### config.mk
export PLATFORM = sky130hd
export DESIGN_NAME = fetch_unit
export DESIGN_NICKNAME = d
export VERILOG_FILES = /design/src/rtl/fetch_pkg.sv /design/src/rtl/fetch_queue.sv /design/src/rtl/fetch_unit.sv
export SDC_FILE = /design/constraint.sdc
export NUM_CORES = 1
export LEC_CHECK = 0
export BUFFER_PORTS_ARGS = -buffer_cell sky130_fd_sc_hd__buf_4
export CAP_MARGIN = 0
export CORE_MARGIN = 2
export CORE_UTILIZATION = 55
export DETAILED_ROUTE_END_ITERATION = 16
export GPL_TIMING_DRIVEN = 1
export PLACE_DENSITY = 0.77
export RECOVER_POWER = 50
export SLEW_MARGIN = 20
export SYNTH_ARGS = -nofsm -noshare
export SYNTH_HDL_FRONTEND = slang
export SYNTH_SLANG_ARGS = --single-unit
### constraint.sdc
create_clock -name clk -period 9.36 [get_ports clk]
set_clock_uncertainty 0.15 [all_clocks]
set_input_delay 1.872 -clock clk [delete_from_list [all_inputs] [get_ports clk]]
set_output_delay 1.872 -clock clk [all_outputs]
set_load 0.02 [all_outputs]
### src/rtl/fetch_pkg.sv
// Shared types and constants for the instruction-fetch front end.
package fetch_pkg;
  localparam int XLEN    = 32;
  localparam int INSTR_W = 32;
  localparam logic [XLEN-1:0] DEFAULT_RESET_PC = 32'h0000_0000;
  localparam logic [INSTR_W-1:0] NOP = 32'h0000_0013;
  // Width of the in-flight request counter; bounds outstanding stale plus live requests.
  localparam int OUT_W = 8;

  typedef struct packed {
    logic [XLEN-1:0]    pc;
    logic [INSTR_W-1:0] instr;
  } fetch_entry_t;
endpackage

### src/rtl/fetch_queue.sv
// Small register-based FIFO with occupancy count and synchronous flush.
module fetch_queue
  import fetch_pkg::*;
#(
  parameter int  DEPTH = 2,
  parameter type T     = fetch_entry_t
) (
  input  logic                         clk,
  input  logic                         reset,
  input  logic                         flush,
  input  logic                         push,
  input  T                             push_data,
  input  logic                         pop,
  output T                             head,
  output logic [$clog2(DEPTH+1)-1:0]   count
);
  localparam int AW = $clog2(DEPTH);
  localparam int CW = $clog2(DEPTH+1);

  T               mem [DEPTH];
  logic [AW-1:0]  rd_ptr;
  logic [AW-1:0]  wr_ptr;

  // DEPTH is a power of two, so the pointers wrap naturally.
  always_ff @(posedge clk or negedge reset) begin
    if (!reset) begin
      for (int i = 0; i < DEPTH; i++) mem[i] <= '0;
      rd_ptr <= '0;
      wr_ptr <= '0;
      count  <= '0;
    end else if (flush) begin
      rd_ptr <= '0;
      wr_ptr <= '0;
      count  <= '0;
    end else begin
      if (push) begin
        mem[wr_ptr] <= push_data;
        wr_ptr      <= wr_ptr + AW'(1);
      end
      if (pop) rd_ptr <= rd_ptr + AW'(1);
      count <= count + CW'(push) - CW'(pop);
    end
  end

  assign head = mem[rd_ptr];
endmodule

### src/rtl/fetch_unit.sv
// Fetch front end: owns the PC, issues in-order imem requests, buffers
// returned instructions for decode and squashes stale responses on redirect.
module fetch_unit #(
  parameter int              XLEN     = fetch_pkg::XLEN,
  parameter logic [XLEN-1:0] RESET_PC = fetch_pkg::DEFAULT_RESET_PC,
  parameter int              DEPTH    = 2
) (
  input  logic             clk,
  input  logic             reset,
  output logic             imem_req_valid,
  input  logic             imem_req_ready,
  output logic [XLEN-1:0]  imem_req_addr,
  input  logic             imem_rsp_valid,
  input  logic [31:0]      imem_rsp_data,
  input  logic             redirect_valid,
  input  logic [XLEN-1:0]  redirect_pc,
  output logic             id_valid,
  input  logic             id_ready,
  output logic [31:0]      id_instr,
  output logic [XLEN-1:0]  id_pc
);
  import fetch_pkg::*;

  localparam int CW = $clog2(DEPTH+1);

  logic [XLEN-1:0]   pc;
  logic [OUT_W-1:0]  outstanding;
  logic [OUT_W-1:0]  drop_cnt;
  logic [CW-1:0]     q_count;
  logic [CW-1:0]     tag_count;
  logic [CW:0]       used;
  logic [XLEN-1:0]   tag_head;
  fetch_entry_t      q_head;
  fetch_entry_t      q_push;
  logic              req_fire;
  logic              rsp_keep;
  logic              id_fire;

  // The tag queue holds exactly the live (non-stale) requests, so its count
  // equals outstanding - drop_cnt and completes the credit computation.
  assign used           = {1'b0, q_count} + {1'b0, tag_count};
  assign imem_req_valid = reset && !redirect_valid && (used < (CW+1)'(DEPTH));
  assign imem_req_addr  = pc;
  assign req_fire       = imem_req_valid && imem_req_ready;
  assign rsp_keep       = imem_rsp_valid && !redirect_valid && (drop_cnt == '0);

  assign id_valid = (q_count != '0);
  assign id_fire  = id_valid && id_ready;
  assign id_pc    = q_head.pc;
  assign id_instr = q_head.instr;

  assign q_push.pc    = tag_head;
  assign q_push.instr = imem_rsp_data;

  fetch_queue #(.DEPTH(DEPTH), .T(fetch_entry_t)) u_data_q (
    .clk       (clk),
    .reset     (reset),
    .flush     (redirect_valid),
    .push      (rsp_keep),
    .push_data (q_push),
    .pop       (id_fire),
    .head      (q_head),
    .count     (q_count)
  );

  fetch_queue #(.DEPTH(DEPTH), .T(logic [XLEN-1:0])) u_tag_q (
    .clk       (clk),
    .reset     (reset),
    .flush     (redirect_valid),
    .push      (req_fire),
    .push_data (pc),
    .pop       (rsp_keep),
    .head      (tag_head),
    .count     (tag_count)
  );

  // req_fire is never set during a redirect, so the outstanding update is uniform.
  always_ff @(posedge clk or negedge reset) begin
    if (!reset) begin
      pc          <= RESET_PC;
      outstanding <= '0;
      drop_cnt    <= '0;
    end else begin
      outstanding <= outstanding + OUT_W'(req_fire) - OUT_W'(imem_rsp_valid);
      if (redirect_valid) begin
        pc       <= redirect_pc & ~XLEN'(3);
        drop_cnt <= outstanding - OUT_W'(imem_rsp_valid);
      end else begin
        if (req_fire) pc <= pc + XLEN'(4);
        if (imem_rsp_valid && (drop_cnt != '0)) drop_cnt <= drop_cnt - OUT_W'(1);
      end
    end
  end
endmodule

==> impl_metrics.prom <==
# TYPE chip_impl_metric gauge
chip_impl_metric{name="grt_pass1_vias",unit=""} 7589
chip_impl_metric{name="cts_made_buffers",unit=""} 25
chip_impl_metric{name="final_min_period_over_clock_period",unit=""} 0.717
chip_impl_metric{name="clk-insertion-delay-late",unit="ps"} 530
chip_impl_metric{name="total_count_of_max_transition_violations_in_the_final_report",unit=""} 299
chip_impl_info{name="ys.flop_type",value="dfrtp_1"} 1
chip_impl_metric{name="yosys.cell_types.count",unit=""} 55
chip_impl_info{name="crit_path_start_kind",value="primary input"} 1
chip_impl_metric{name="final.min_clock_period",unit="ps"} 6710
chip_impl_metric{name="number_of_violations_of_the_max_capacitance_limit",unit=""} 4
chip_impl_metric{name="critical_path_required",unit="ps"} 9660
chip_impl_metric{name="post-place-ws",unit="ps"} 3500
chip_impl_metric{name="fin_hold_viols",unit=""} 0
chip_impl_metric{name="synth-simple-area-share",unit=""} 0.0903
chip_impl_metric{name="async_flop_share",unit=""} 1.00
chip_impl_metric{name="critical_path_arrival",unit="ps"} 7010
chip_impl_metric{name="track_usage",unit=""} 0.221
chip_impl_metric{name="post_cts.resized_instances",unit=""} 0
chip_impl_metric{name="power.leakage",unit="uW"} 0.00636
chip_impl_metric{name="layout-area-overhead-vs-synth",unit="%"} 18.0
chip_impl_metric{name="power.combinational.fraction",unit=""} 0.303
chip_impl_metric{name="detailedPlacementHpwl",unit="um"} 15500
chip_impl_metric{name="setup_viol",unit=""} 0
chip_impl_metric{name="ys_seq_area_frac",unit=""} 0.532
chip_impl_metric{name="tightest_slew",unit="ps"} 4380
chip_impl_metric{name="grt_max_degree",unit=""} 97
chip_impl_metric{name="net-switching-power",unit="uW"} 1080
chip_impl_metric{name="placer_s_final_routability_congestion_estimate",unit=""} 0.791
chip_impl_metric{name="net_switching_share_of_the_total_power",unit=""} 0.320
chip_impl_metric{name="worst_slew_margin_rel",unit=""} -1.92
chip_impl_info{name="reg2reg_to",value="u_data_q.mem[67]"} 1
chip_impl_info{name="synth_top_family_by_area",value="multiplexers"} 1
chip_impl_metric{name="post_synth_fa_ha_maj_area_fraction",unit=""} 0.0271
chip_impl_info{name="element_type_at_the_critical_path_end",value="register"} 1
chip_impl_metric{name="synthesis.area_per_instance",unit="sq um"} 11.9
chip_impl_metric{name="n_antenna_cell",unit=""} 0
chip_impl_metric{name="ys.warnings.count",unit=""} 0
chip_impl_metric{name="synth_enable_flop_cells",unit=""} 0
chip_impl_info{name="cp_endpoint",value="u_data_q.mem[67]"} 1
chip_impl_info{name="rr_startpoint",value="drop_cnt[0]"} 1
chip_impl_metric{name="grt_first_pass_wirelength",unit="um"} 39000
chip_impl_metric{name="h-tree-depth",unit=""} 1
chip_impl_metric{name="power.sequential.fraction",unit=""} 0.421
chip_impl_metric{name="cts_hold_buf",unit=""} 0
chip_impl_metric{name="num-nets-final",unit=""} 1180
chip_impl_info{name="final_cell_mix",value="dfrtp_1, mux2_2, buf_4, nand2_1, o21ai_0"} 1
chip_impl_metric{name="muxShareOfSynthArea",unit=""} 0.218
chip_impl_metric{name="final.hold.worst_slack",unit="ps"} 324
chip_impl_metric{name="synthCells",unit=""} 944
chip_impl_metric{name="synth_xor_xnor_area_share",unit=""} 0.0203
chip_impl_info{name="rsz_0062_raised_after_global_routing",value="false"} 1
chip_impl_metric{name="power.internal",unit="uW"} 2280
chip_impl_metric{name="die_w",unit="um"} 147
chip_impl_metric{name="num_rows",unit=""} 52
chip_impl_metric{name="path_depth_of_the_worst_reg2reg_path",unit=""} 7
chip_impl_metric{name="area_of_the_mapped_netlist",unit="sq um"} 11200
chip_impl_metric{name="routed-via-count",unit=""} 7646
chip_impl_metric{name="cts.sinks",unit=""} 238
chip_impl_metric{name="post_cts_setup_buffers",unit=""} 0
chip_impl_metric{name="remaining_drc_errors",unit=""} 0
chip_impl_info{name="layout_commonest_cell",value="dfrtp_1"} 1
chip_impl_metric{name="port-buffer-count",unit=""} 161
chip_impl_metric{name="viasPerCell",unit=""} 5.57
chip_impl_metric{name="die_height",unit="um"} 147
chip_impl_metric{name="critical_path_peak_fanout",unit=""} 92
chip_impl_metric{name="clk_pin_slew",unit="ps"} 60
chip_impl_metric{name="dr.pass1.iters",unit=""} 4
chip_impl_metric{name="fmaxAchievable",unit="GHz"} 0.149
chip_impl_metric{name="place_inst",unit=""} 1330
chip_impl_info{name="cts_tree",value="done"} 1
chip_impl_info{name="worst-setup-path-type",value="primary input to register"} 1
chip_impl_metric{name="core_region_area",unit="sq um"} 20100
chip_impl_metric{name="routed_wirelength",unit="um"} 23600
chip_impl_info{name="crit_path_start",value="redirect_valid"} 1
chip_impl_metric{name="cts_max_path_buffers",unit=""} 3
chip_impl_info{name="root_buffer",value="clkbuf_16"} 1
chip_impl_metric{name="layoutNonFillerInstCount",unit=""} 1373
chip_impl_metric{name="synth.ff_latch_count",unit=""} 238
chip_impl_info{name="hold_class",value="register to register"} 1
chip_impl_metric{name="ff2ff_setup_slack",unit="ps"} 3980
chip_impl_metric{name="ratio_of_cells_with_drive_above_1_in_the_final_layout",unit=""} 0.327
chip_impl_metric{name="number_of_antenna_violations_at_the_first_check_in_global_routing",unit=""} 0
chip_impl_metric{name="power.density",unit="nW/um^2"} 254
chip_impl_info{name="status",value="finished with violations"} 1
chip_impl_metric{name="power_frac_clock",unit=""} 0.275
chip_impl_metric{name="floorplan.die_area",unit="sq um"} 21500
chip_impl_metric{name="gr-total-overflow",unit=""} 0
chip_impl_metric{name="synth_compound_gate_area_share",unit=""} 0.0791
chip_impl_metric{name="first_iter_violations",unit=""} 409
chip_impl_metric{name="drtAntennaViolNets",unit=""} 0
chip_impl_metric{name="totalNegativeSetupSlack",unit="ps"} 0
chip_impl_metric{name="starting_density_of_the_core",unit=""} 0.557
chip_impl_info{name="failed_checks",value="max-capacitance violations, max-slew violations"} 1
chip_impl_metric{name="vdd_ir_drop_max",unit="uV"} 159
chip_impl_metric{name="floorplan.io_pins",unit=""} 168
chip_impl_metric{name="setup_slack",unit="ps"} 2650
chip_impl_metric{name="avgRoutedWirePerCell",unit="um"} 17.2
-- how the worst min path moves through the flow --
stage	startpoint	to	slack [ps]	cells after the start
5_1_grt	u_data_q.mem[28]	u_data_q.mem[28]	360	1
4_1_cts	u_data_q.mem[46]	u_data_q.mem[46]	330	2
2_1_floorplan	u_data_q.mem[34]	u_data_q.mem[34]	290	2
3_5_place_dp	u_data_q.mem[46]	u_data_q.mem[46]	310	2
3_3_place_gp	u_data_q.mem[58]	u_data_q.mem[58]	300	2
6_report	u_data_q.mem[36]	u_data_q.mem[36]	320	2
-- critical path, stage by stage --
cell and delay, ps:
clkbuf_1 920, nor3_2 400, clkbuf_1 3060, mux2_2 600
-- cell type report --
| type | count | area (sq um) |
|---|---|---|
| tap | 270 | 338 |
| multi-input combinational | 624 | 4840 |
| clock inverter | 3 | 30.0 |
| clock buffer | 40 | 732 |
| inverter | 29 | 109 |
| timing repair buffer | 169 | 1200 |
| fill | 1588 | 6890 |
| sequential | 238 | 5960 |
-- routing by layer --
layer / vias to the layer above / global-route usage / share of wire
met3: 31 / 0.0397 / 0.055
met5: - / 0 / 0
met4: 0 / 0.0485 / 0.012
li1: 3632 / - / -
met1: 3765 / 0.333 / 0.48
met2: 218 / 0.337 / 0.45
-- stage by stage --
stage	power (uW)	instance area [sq um]	utilization
2_1_floorplan	2100	11200	-
6_report	3360	13200	0.657
4_1_cts	3400	13300	0.663
3_5_place_dp	2460	12600	0.625
5_1_grt	3560	13200	0.657
3_3_place_gp	2420	12600	0.625
-- flip-flops by register name, summed over array words and instances (netlist names) --
name / flops
u_data_q.mem: 124
outstanding: 8
imem_req_addr: 30
u_tag_q.count: 2
u_data_q.count: 2
u_tag_q.rd_ptr: 1
drop_cnt: 8
u_data_q.wr_ptr: 1
u_tag_q.wr_ptr: 1
u_data_q.rd_ptr: 1
u_tag_q.mem: 60
-- cell usage after synthesis (2+ instances only) --
| cell | n | area share |
|---|---|---|
| a32oi_1 | 3 | 0.0023 |
| nor3_1 | 8 | 0.0036 |
| o21bai_1 | 4 | 0.0027 |
| and2_1 | 4 | 0.0022 |
| o21ai_0 | 56 | 0.025 |
| xnor2_1 | 14 | 0.011 |
| inv_1 | 29 | 0.0097 |
| buf_4 | 5 | 0.0034 |
| nand3_1 | 20 | 0.0089 |
| a22oi_1 | 3 | 0.0020 |
| nor2_1 | 54 | 0.018 |
| nor2b_1 | 3 | 0.0017 |
| nand4_1 | 11 | 0.0061 |
| a31oi_1 | 3 | 0.0017 |
| a221o_1 | 4 | 0.0036 |
| mux2_4 | 20 | 0.027 |
| buf_6 | 2 | 0.0020 |
| mux2i_1 | 38 | 0.034 |
| xor2_1 | 12 | 0.0094 |
| nor4_1 | 4 | 0.0022 |
| a21o_1 | 3 | 0.0020 |
| clkbuf_1 | 35 | 0.012 |
| nand2_1 | 85 | 0.029 |
| ha_1 | 21 | 0.023 |
| o311ai_0 | 8 | 0.0063 |
| a31o_2 | 2 | 0.0016 |
| o31ai_1 | 2 | 0.0013 |
| mux2_2 | 156 | 0.16 |
| dfrtp_1 | 238 | 0.53 |
| and3_1 | 2 | 0.0011 |
| a21oi_1 | 42 | 0.019 |
| o211ai_1 | 13 | 0.0087 |
| nand2b_1 | 3 | 0.0017 |
| fa_1 | 2 | 0.0036 |
| or4_1 | 3 | 0.0020 |
| buf_2 | 13 | 0.0058 |
-- cell families (layout without fill, tap and decap cells) --
group,count (synthesis),count (layout)
AOI/OAI and AO/OA,147,147
xor gates and xnor gates,26,26
adders and majority gates,23,23
buffers and inverters,85,241
DFF,238,238
muxes,214,214
other,1,4
and+or+nand+nor,210,210
-- power by group through the flow --
stage	clock network [uW]	registers, uW	logic (uW)
2_1_floorplan	0	1390	709
3_3_place_gp	0	1420	1000
3_5_place_dp	0	1430	1030
4_1_cts	946	1410	1040
5_1_grt	993	1450	1120
6_report	925	1420	1020
(Power assumes the default switching activity.)
